## config.mk

```make
export PLATFORM = sky130hd
export DESIGN_NAME = switch_debouncer
export DESIGN_NICKNAME = d
export VERILOG_FILES = /design/src/rtl/debounce_pkg.sv /design/src/rtl/sync_ff_chain.sv /design/src/rtl/switch_debouncer.sv
export SDC_FILE = /design/constraint.sdc
export NUM_CORES = 1
export LEC_CHECK = 0
export CORE_AREA = 3 3 40 42
export CTS_BUF_LIST = sky130_fd_sc_hd__clkbuf_16
export DETAILED_ROUTE_END_ITERATION = 12
export DIE_AREA = 0 0 43 45
export GPL_TIMING_DRIVEN = 0
export SLEW_MARGIN = 20
export SYNTH_ARGS = -nofsm -noshare
export SYNTH_HDL_FRONTEND = slang
export SYNTH_SLANG_ARGS = --single-unit
```

## constraint.sdc

```tcl
create_clock -name clk -period 1.1 [get_ports clk]
set_input_delay 0.275 -clock clk [delete_from_list [all_inputs] [get_ports clk]]
set_output_delay 0.275 -clock clk [all_outputs]
set_load 0.1 [all_outputs]
```

## src/rtl/debounce_pkg.sv

```systemverilog
// Shared definitions for the switch debouncer: FSM state encodings and event counter width.
package debounce_pkg;

   typedef enum logic [1:0] {
      IDLE_LO = 2'd0,
      WAIT_HI = 2'd1,
      IDLE_HI = 2'd2,
      WAIT_LO = 2'd3
   } state_e;

   localparam int EVT_CNT_W = 8;

endpackage

```

## src/rtl/sync_ff_chain.sv

```systemverilog
// STAGES-deep flip-flop chain that brings an asynchronous level into the clk domain.
module sync_ff_chain #(
   parameter int STAGES = 2
) (
   input  logic clk,
   input  logic rst,
   input  logic d,
   output logic q
);

   logic [STAGES-1:0] chain_q;

   always_ff @(posedge clk) begin
      if (rst) begin
         chain_q <= '0;
      end else begin
         chain_q <= {chain_q[STAGES-2:0], d};
      end
   end

   assign q = chain_q[STAGES-1];

endmodule

```

## src/rtl/switch_debouncer.sv

```systemverilog
// Debounces a raw switch level into a clean clk-synchronous level with rise/fall strobes.
// Define DEBOUNCE_EVT_CNT_EN to add the 8-bit evt_cnt port counting accepted rising edges.
module switch_debouncer
   import debounce_pkg::*;
#(
   parameter int SYNC_STAGES   = 2,
   parameter int STABLE_CYCLES = 4
) (
   input  logic clk,
   input  logic rst,
   input  logic din_raw,
   output logic dout,
   output logic rise_pulse,
   output logic fall_pulse
`ifdef DEBOUNCE_EVT_CNT_EN
   ,
   output logic [EVT_CNT_W-1:0] evt_cnt
`endif
);

   localparam int CNT_W = $clog2(STABLE_CYCLES) + 1;
   localparam logic [CNT_W-1:0] CNT_LAST = CNT_W'(STABLE_CYCLES - 1);
   localparam logic [CNT_W-1:0] CNT_ONE  = CNT_W'(1);

   logic             syncLevel;
   state_e           state_q, state_d;
   logic [CNT_W-1:0] cnt_q, cnt_d;
   logic             dout_q, dout_d;
   logic             rise_q, rise_d;
   logic             fall_q, fall_d;

   sync_ff_chain #(
      .STAGES(SYNC_STAGES)
   ) u_sync (
      .clk(clk),
      .rst(rst),
      .d  (din_raw),
      .q  (syncLevel)
   );

   // cnt counts consecutive synchronised samples at the candidate level, including the first.
   always_comb begin
      state_d = state_q;
      cnt_d   = cnt_q;
      dout_d  = dout_q;
      rise_d  = 1'b0;
      fall_d  = 1'b0;
      case (state_q)
         IDLE_LO: begin
            if (syncLevel) begin
               state_d = WAIT_HI;
               cnt_d   = CNT_ONE;
            end
         end
         WAIT_HI: begin
            if (!syncLevel) begin
               state_d = IDLE_LO;
               cnt_d   = '0;
            end else if (cnt_q == CNT_LAST) begin
               state_d = IDLE_HI;
               dout_d  = 1'b1;
               rise_d  = 1'b1;
               cnt_d   = '0;
            end else begin
               cnt_d = cnt_q + CNT_ONE;
            end
         end
         IDLE_HI: begin
            if (!syncLevel) begin
               state_d = WAIT_LO;
               cnt_d   = CNT_ONE;
            end
         end
         WAIT_LO: begin
            if (syncLevel) begin
               state_d = IDLE_HI;
               cnt_d   = '0;
            end else if (cnt_q == CNT_LAST) begin
               state_d = IDLE_LO;
               dout_d  = 1'b0;
               fall_d  = 1'b1;
               cnt_d   = '0;
            end else begin
               cnt_d = cnt_q + CNT_ONE;
            end
         end
         default: begin
            state_d = IDLE_LO;
            cnt_d   = '0;
         end
      endcase
   end

   always_ff @(posedge clk) begin
      if (rst) begin
         state_q <= IDLE_LO;
         cnt_q   <= '0;
         dout_q  <= 1'b0;
         rise_q  <= 1'b0;
         fall_q  <= 1'b0;
      end else begin
         state_q <= state_d;
         cnt_q   <= cnt_d;
         dout_q  <= dout_d;
         rise_q  <= rise_d;
         fall_q  <= fall_d;
      end
   end

   assign dout       = dout_q;
   assign rise_pulse = rise_q;
   assign fall_pulse = fall_q;

`ifdef DEBOUNCE_EVT_CNT_EN
   logic [EVT_CNT_W-1:0] evtCnt_q;

   // Advances on the same edge that raises rise_pulse; wraps naturally at 255.
   always_ff @(posedge clk) begin
      if (rst) begin
         evtCnt_q <= '0;
      end else if (rise_d) begin
         evtCnt_q <= evtCnt_q + EVT_CNT_W'(1);
      end
   end

   assign evt_cnt = evtCnt_q;
`else
   // No event counter in this build.
`endif

endmodule
```

# After elaboration in Yosys (flattened, before gate mapping)
# Index checks and enable logic that the tools add are counted.
# word_totals
register_bits	10
latch_bits	0
ramBits	0
mem_bits_ro	0
out_inout_bits	3
mem_count	0
# op_classes
addsub	1
multipliers	0
div_mod_pow	0
n_lt_le_gt_ge	0
n_eq_ne	12
shifts	0
muxes	19
bitwise	3
n_reduce_logical	7
# ops
cell	n
$mux W3	5
$mux W2	6
$pmux W3 S4	1
$ne A2 B2 Y1 const B	4
$pmux W2 S4	1
$reduce_or A3 Y1	2
$mux W1	5
$reduce_and A5 Y1	1
$eq A2 B2 Y1 const B	2
$ne A2 B1 Y1 const B	2
$reduce_and A4 Y1	1
$add A3 B1 Y3 const B	1
$eq A3 B2 Y1 const B	1
$ne A3 B2 Y1 const B	1
$ne A3 B3 Y1 const B	1
$not A1 Y1	3
$eq A2 B1 Y1 const B	1
$logic_not A2 Y1	1
$pmux W1 S2	1
$reduce_and A2 Y1	1
$reduce_bool A2 Y1	1

# Depth between registers and ports, before layout
# Gate-level depths: netlist of run 1.
# depth
depth_word	4
depth_mapped	4

# Hierarchy
# From an unflattened synthesis of run 1, not the netlist that was laid out.
# unflattened
hier_cells	38
hier_area_um2	412.9
# modules_own_cells
module	n_inst	cells_per_inst	area_each_um2	seq_area_each_um2
switch_debouncer	1	34	360.3	160.2
sync_ff_chain	1	4	52.6	40.0

# Worst setup path before layout of run 1
# OpenSTA, ideal clock, no wires.
# synth_path
kind	reg-to-reg
from	register, netlist name dout
to	register dout_q, in the netlist dout
setup_ns	0.076
t_arrival_ns	1.302
required_time_ns	1.024
slack_ns	-0.278
path_stages_with_launch	3
path_buffers	0
cell_sequence	dfxtp_1 -> o21ai_0 -> o22ai_1
# synth_lines
item	line	text
end signal: assignment	switch_debouncer.sv:104	dout_q <= dout_d;
end: declaration	switch_debouncer.sv:28	logic dout_q, dout_d;

# Worst setup path in the final report of run 1
# layout_path
from	register cnt_q[0]
to	register cnt_q[2]
# layout_between
elab_chain_cells	4
elab_cells_between_ends	6
# layout_rtl
item	line	text
start: declaration	switch_debouncer.sv:27	logic [CNT_W-1:0] cnt_q, cnt_d;
start signal: assignment	switch_debouncer.sv:103	cnt_q <= cnt_d;
$add A3 B1 Y3 or $eq A3 B2 Y1 (tied branches)	--	
$mux W3 *	switch_debouncer.sv:59, switch_debouncer.sv:78	
$mux W3 (on tied branches)	switch_debouncer.sv:75, switch_debouncer.sv:56	
$pmux W3 S4 *	switch_debouncer.sv:48	case (state_q)
# Mark *: on every way between the ends. The rest lies on a longest branch, timed or not.
# A chain may end at the register's enable or synchronous reset.

==> flow_summary.yaml, run 1 <==
grt:
  largest_net_degree_at_the_start_of_global_routing: 11
  grt_first_pass_wirelength_um: 1317
  groute.usage.overall_pct: 10.12
  antenna_violations_before_repair: 0
  globalRouteOverflowTotal: 0
  grt_pass1_vias: 307
route:
  final_antenna_net_count: 0
  drc: 0
  firstDrtPassIters: 2
  drtIter0Drc: 3
  average_wire_per_cell_in_the_routed_design_um: 13.02
  avgViaCountPerCell: 4.869
  route.vias.total: 297
  detail_route.wirelength_um: 794
critical_path:
  criticalPathCategory: "flip-flop to flip-flop"
  worstSetupStartpointType: "flip-flop"
  critPathCaptureType: "flip-flop"
  critPathMaxFanout: 3
  critical_path_required_ns: 1.26
  arrival_ns: 1.33
timing:
  timing_worst_slew_pin_value_ns: 0.2474
  finalWorstSetupSlack_ns: -0.06624
  finClkSkew_ns: 0.002909
  whs_ns: 0.4293
  achievable-frequency_mhz: 857.5
  finalHoldViolations: 0
  slew_violations: 0
  timing.final.setup_violations: 2
  post-route-period-util_pct: 106.0
  period_minus_slack_ns: 1.166
  unrepaired_setup_endpoints_after_global_routing: "true"
  maxSlewHeadroom_pct: 83.47
pwr:
  power_density_mw_per_mm2: 1757
  leakagePower_nw: 0.2345
  total_power_w: 0.001130
  max-vdd-ir-drop_uv: 1102
synth:
  synthMostInstantiatedCell: "sky130_fd_sc_hd__dfxtp_1"
  synth_fp_nets: 39
  syn_inst: 35
  ys_types: 21
  synth.top_cells.by_count: "10 x sky130_fd_sc_hd__dfxtp_1, 3 x sky130_fd_sc_hd__a21oi_1, 2 x sky130_fd_sc_hd__nand2_1, 2 x sky130_fd_sc_hd__nor2b_1, 2 x sky130_fd_sc_hd__nor4b_1"
  async_reset_ff_share_pct: 0
  post-synth-top-area-fraction_pct: 51.61
  ys_dominant_reg_cell: "sky130_fd_sc_hd__dfxtp_1"
  ys_seq_area_share_pct: 51.61
  synth_enable_flop_cells: 0
  mappedNetlistArea_sq_um: 387.9
  yosysWarningCount: 0
  yosys_register_bits: 10
  synthTopCellsByArea: "sky130_fd_sc_hd__dfxtp_1 52%, sky130_fd_sc_hd__nor4b_1 4.5%, sky130_fd_sc_hd__a21oi_1 3.9%"
  synth.avg_cell_area_sq_um: 11.08
  synth_largest_area_cell: "sky130_fd_sc_hd__dfxtp_1"
floorplanning:
  chipHeight_um: 45
  core_area_sq_mm: 0.001285
  die_width_um: 43
  floorplan.die_area_sq_mm: 0.001935
  top_level_ports: 6
  placement_rows: 13
  initial_utilization_pct: 30.19
placed_design:
  io_buffers: 5
  routabilityCongestion: 0.6654
  setup_slack_after_placement_ns: -0.6256
clocking:
  clk_transition_reported_paths_ns: 0.04
  clk_root_buffer_cell: "sky130_fd_sc_hd__clkbuf_16"
  tritoncts_num_sinks: 10
  ctsLongestPathBuffers: 2
  hold_buffers: 0
  cts_inserted_buffers: 3
  tritoncts: "yes"
  h_tree_level_count: 1
  clock_latency_ns: 0.23
finish:
  antenna-diode-count: 0
  layout_net_count: 52
  final_layout_size_suffix_gt1_share_pct: 67.39
  area_growth_syn_to_layout_pct: 65.81
  num-fill-cells: 107
job:
  timing.max_cap.violations: 0
hold_path:
  hold_path.class: "flip-flop to flip-flop"
outcome:
  outcome: "finished with violations"
  failed_checks: "setup timing"
[cells in the final DEF (no fill, tap or decap), types with 2 or more instances in the layout]
| master | synthesis | final |
|---|---|---|
| sky130_fd_sc_hd__buf_6 | 0 | 3 |
| sky130_fd_sc_hd__buf_4 | 0 | 3 |
| sky130_fd_sc_hd__clkbuf_16 | 0 | 3 |
| sky130_fd_sc_hd__clkdlybuf4s50_1 | 0 | 2 |
| sky130_fd_sc_hd__a21oi_2 | 0 | 2 |
| sky130_fd_sc_hd__dfxtp_4 | 0 | 3 |
| sky130_fd_sc_hd__dfxtp_2 | 0 | 5 |
| sky130_fd_sc_hd__nor4b_2 | 0 | 2 |
| sky130_fd_sc_hd__nor2b_1 | 2 | 2 |
| sky130_fd_sc_hd__dfxtp_1 | 10 | 2 |
| sky130_fd_sc_hd__nand2_1 | 2 | 2 |
[power breakdown]
group / switching, W / total [W] / internal, W
clock: 0.000145 / 0.000614 / 0.000469
sequential: 0.0000165 / 0.000391 / 0.000375
combinational: 0.0000718 / 0.000125 / 0.0000528
total: 0.000234 / 0.00113 / 0.000896
[flip-flops by register name (all words and copies together) (netlist names), named ones only]
register	cells
u_sync.chain_q	2
rise_pulse	1
dout	1
state_q	1
fall_pulse	1
cnt_q	3
[layout make-up]
type | count | area [sq um] | share of cell area (%)
Tap cell | 15 | 18.77 | 2.918
Buffer | 1 | 11.26 | 1.751
Timing Repair Buffer | 8 | 80.08 | 12.45
Multi-Input combinational cell | 24 | 240.2 | 37.35
Sequential cell | 10 | 217.7 | 33.85
Clock buffer | 3 | 75.07 | 11.67
[routing by layer]
layer	wire length (um)	GRT usage, %
met5	0	0
met4	0	5.422
met3	43	7.171
met2	432	17.37
met1	318	8.780
[what timing repair did]
action / in CTS / in global routing
buffers inserted: 2 / 1
setup endpoints to repair: 13 / 9
gates resized for setup: 25 / 14
pin swaps: 3 / 4
[cells by family after synthesis]
family	after synthesis	share of synthesized area (%)
compound gates	6	10.64
fa+ha+maj	1	3.225
xor+xnor	1	2.258
mux	1	3.870
flops	10	51.61
simple gates	15	27.42
buf+inv	1	0.9668
[path summary, 6_finish.rpt]
kind / startpoint / end / slack, ns / depth (start not counted)
max reg2reg: cnt_q[0] / cnt_q[2] / -0.07 / 4
min: u_sync.chain_q[0] / u_sync.chain_q[1] / 0.43 / 1
min reg2reg: u_sync.chain_q[0] / u_sync.chain_q[1] / 0.43 / 1
max: cnt_q[0] / cnt_q[2] / -0.07 / 4
[worst max-delay path: stages (launching register included)]
cell and delay (ns):
sky130_fd_sc_hd__dfxtp_4 0.34, sky130_fd_sc_hd__ha_4 0.15, sky130_fd_sc_hd__or2b_1 0.21, sky130_fd_sc_hd__mux2_4 0.26
sky130_fd_sc_hd__nor3b_2 0.14
[metrics by stage]
stage / cell area (sq um) / instances / TNS [ns] / util (%)
final: 643.1 / 61 / -0.1151 / 50.05
after global routing: 643.1 / 61 / -0.2232 / 50.05
after CTS: 594.3 / 60 / -0.1259 / 46.25
after detailed placement: 483.0 / 55 / -4.581 / 37.59
after global placement: 483.0 / 55 / -4.138 / 37.59
after floorplan: 414.1 / 35 / -0.03081 / -
No activity file was read; power rests on OpenSTA's default activity.
==> run 2, diff against run 1 <==
--- a/config.mk
+++ b/config.mk
@@ -7,8 +7,10 @@
 export LEC_CHECK = 0
 export CORE_AREA = 3 3 40 42
 export CTS_BUF_LIST = sky130_fd_sc_hd__clkbuf_16
+export CTS_CLUSTER_SIZE = 25
 export DETAILED_ROUTE_END_ITERATION = 12
 export DIE_AREA = 0 0 43 45
+export GPL_ROUTABILITY_DRIVEN = 1
 export GPL_TIMING_DRIVEN = 0
 export SLEW_MARGIN = 20
 export SYNTH_ARGS = -nofsm -noshare
==> results of run 2 <==
The final DEF is identical to that of run 1; final timing and power are the same.
==> run 3, diff against run 2 <==
==> constraint.sdc (replaced) <==
create_clock -name clk -period 1.35 [get_ports clk]
set_input_delay 0.3375 -clock clk [delete_from_list [all_inputs] [get_ports clk]]
set_output_delay 0.3375 -clock clk [all_outputs]
set_load 0.1 [all_outputs]
==> flow_summary.yaml, run 3 (same netlist as run 1, synthesis figures left out) <==
timing:
  period_minus_slack_ns: 1.276
  slew_violations: 0
  timing.final.setup_violations: 0
  finalWorstSetupSlack_ns: 0.07365
  finalHoldViolations: 0
  finClkSkew_ns: 0.002035
  timing_worst_slew_pin_value_ns: 0.4837
  unrepaired_setup_endpoints_after_global_routing: "false"
  fin_tns_setup_ns: 0
  maxSlewHeadroom_pct: 67.98
  post-route-period-util_pct: 94.54
  achievable-frequency_mhz: 783.5
grt:
  grt_pass1_vias: 270
  largest_net_degree_at_the_start_of_global_routing: 11
  globalRouteOverflowTotal: 0
  groute.usage.overall_pct: 10.12
  antenna_violations_before_repair: 0
  grt_first_pass_wirelength_um: 1242
critical_path:
  timing.critical_path.slowest_stage_cell: "sky130_fd_sc_hd__buf_2"
  criticalPathCategory: "flip-flop to output port"
  arrival_ns: 0.94
  setup.worst_path.start: "fall_pulse"
  critical_path_required_ns: 1.01
  critPathMaxFanout: 1
  critical_path_buf_inv_count: 1
  critical_path.reg2reg.startpoint: "u_sync.chain_q[1]"
  critical_path_cell_by_cell: "buf_2"
  critPathMaxStageDelay_ns: 0.41
  worstSetupStartpointType: "flip-flop"
  path_delay_family: "buffers and inverters"
  critPathCaptureType: "output port"
route:
  average_wire_per_cell_in_the_routed_design_um: 11.95
  avgViaCountPerCell: 4.879
  route.vias.total: 283
  detail_route.wirelength_um: 693
  firstDrtPassIters: 4
  drc: 0
  drtIter0Drc: 1
  final_antenna_net_count: 0
placed_design:
  routabilityCongestion: 0.6773
  io_buffers: 5
  setup_slack_after_placement_ns: -0.4339
  hpwl_um: 430.2
finish:
  max_flop_register: "cnt_q"
  final_layout_size_suffix_gt1_share_pct: 30.23
  layout_top_registers: "cnt_q x3, u_sync.chain_q x2"
  most_frequent_cells_in_the_layout: "9 x sky130_fd_sc_hd__dfxtp_1, 3 x sky130_fd_sc_hd__a21oi_1, 3 x sky130_fd_sc_hd__clkbuf_16"
  num-fill-cells: 143
  commonest_non_fill_non_tap_cell_in_the_layout: "sky130_fd_sc_hd__dfxtp_1"
  antenna-diode-count: 0
  largest_register_ff_count: 3
  area_growth_syn_to_layout_pct: 36.13
  utilization_pct: 41.09
  layout_net_count: 49
floorplanning:
  initial_utilization_pct: 30.19
  chipHeight_um: 45
  placement_rows: 13
  core_area_sq_mm: 0.001285
  top_level_ports: 6
  die_width_um: 43
  floorplan.die_area_sq_mm: 0.001935
clocking:
  clk_root_buffer_cell: "sky130_fd_sc_hd__clkbuf_16"
  clk_transition_reported_paths_ns: 0.04
  hold_buffers: 0
  clock_latency_ns: 0.24
  h_tree_level_count: 1
  tritoncts_num_sinks: 10
  cts-resized-gates: 16
  ctsLongestPathBuffers: 2
  cts.repair_timing.setup_buffer_count: 0
  cts_inserted_buffers: 3
  tritoncts: "yes"
pwr:
  max-vdd-ir-drop_uv: 762.5
  leakagePower_nw: 0.2023
  power_density_mw_per_mm2: 1722
job:
  timing.max_cap.violations: 0
outcome:
  outcome: "complete, no violations"
hold_path:
  worstHoldStart: "u_sync.chain_q[0]"
  hold_path.class: "flip-flop to flip-flop"
run 3: layout make-up:
type | instances | area (sq um) | area share, %
repair buffers | 5 | 37.54 | 7.109
flip-flops and latches | 10 | 201.4 | 38.15
multi-input cells | 24 | 191.4 | 36.26
well taps | 15 | 18.77 | 3.555
plain buffers | 1 | 3.754 | 0.7109
clock buffers | 3 | 75.07 | 14.22
run 3: worst paths after layout:
check                                    endpoint  slack (ns)  cells after the start
worst max register to register           cnt_q[2]        0.09                      3
worst min register to register  u_sync.chain_q[1]        0.43                      1
worst min-delay path            u_sync.chain_q[1]        0.43                      1
worst max-delay path                   fall_pulse        0.07                      1
run 3: power breakdown:
group | switching, W | internal (W) | total (W)
clock | 0.000129 | 0.000383 | 0.000512
combinational | 0.0000545 | 0.0000253 | 0.0000797
sequential | 0.00000911 | 0.000309 | 0.000318
run 3: per-layer routing:
| layer | share of wire (%) | vias up | GRT usage [%] |
|---|---|---|---|
| met4 | 4.5 | 0 | 10.84 |
| met3 | 10 | 6 | 7.171 |
| met1 | 43 | 127 | 10.98 |
| met5 | 0 | - | 0 |
| li1 | - | 141 | - |
| met2 | 42 | 9 | 11.98 |
run 3: stage by stage:
step	hold WS, ns	total power [W]	instances	instance area (sq um)
after floorplan	0.4138	0.0003833	35	389.1
final	0.4312	0.0009094	58	528.0
after detailed placement	0.4264	0.0004048	55	457.9
after global routing	0.4430	0.0009514	58	528.0
after global placement	0.4175	0.0004030	55	457.9
after CTS	0.4355	0.0009261	58	525.5
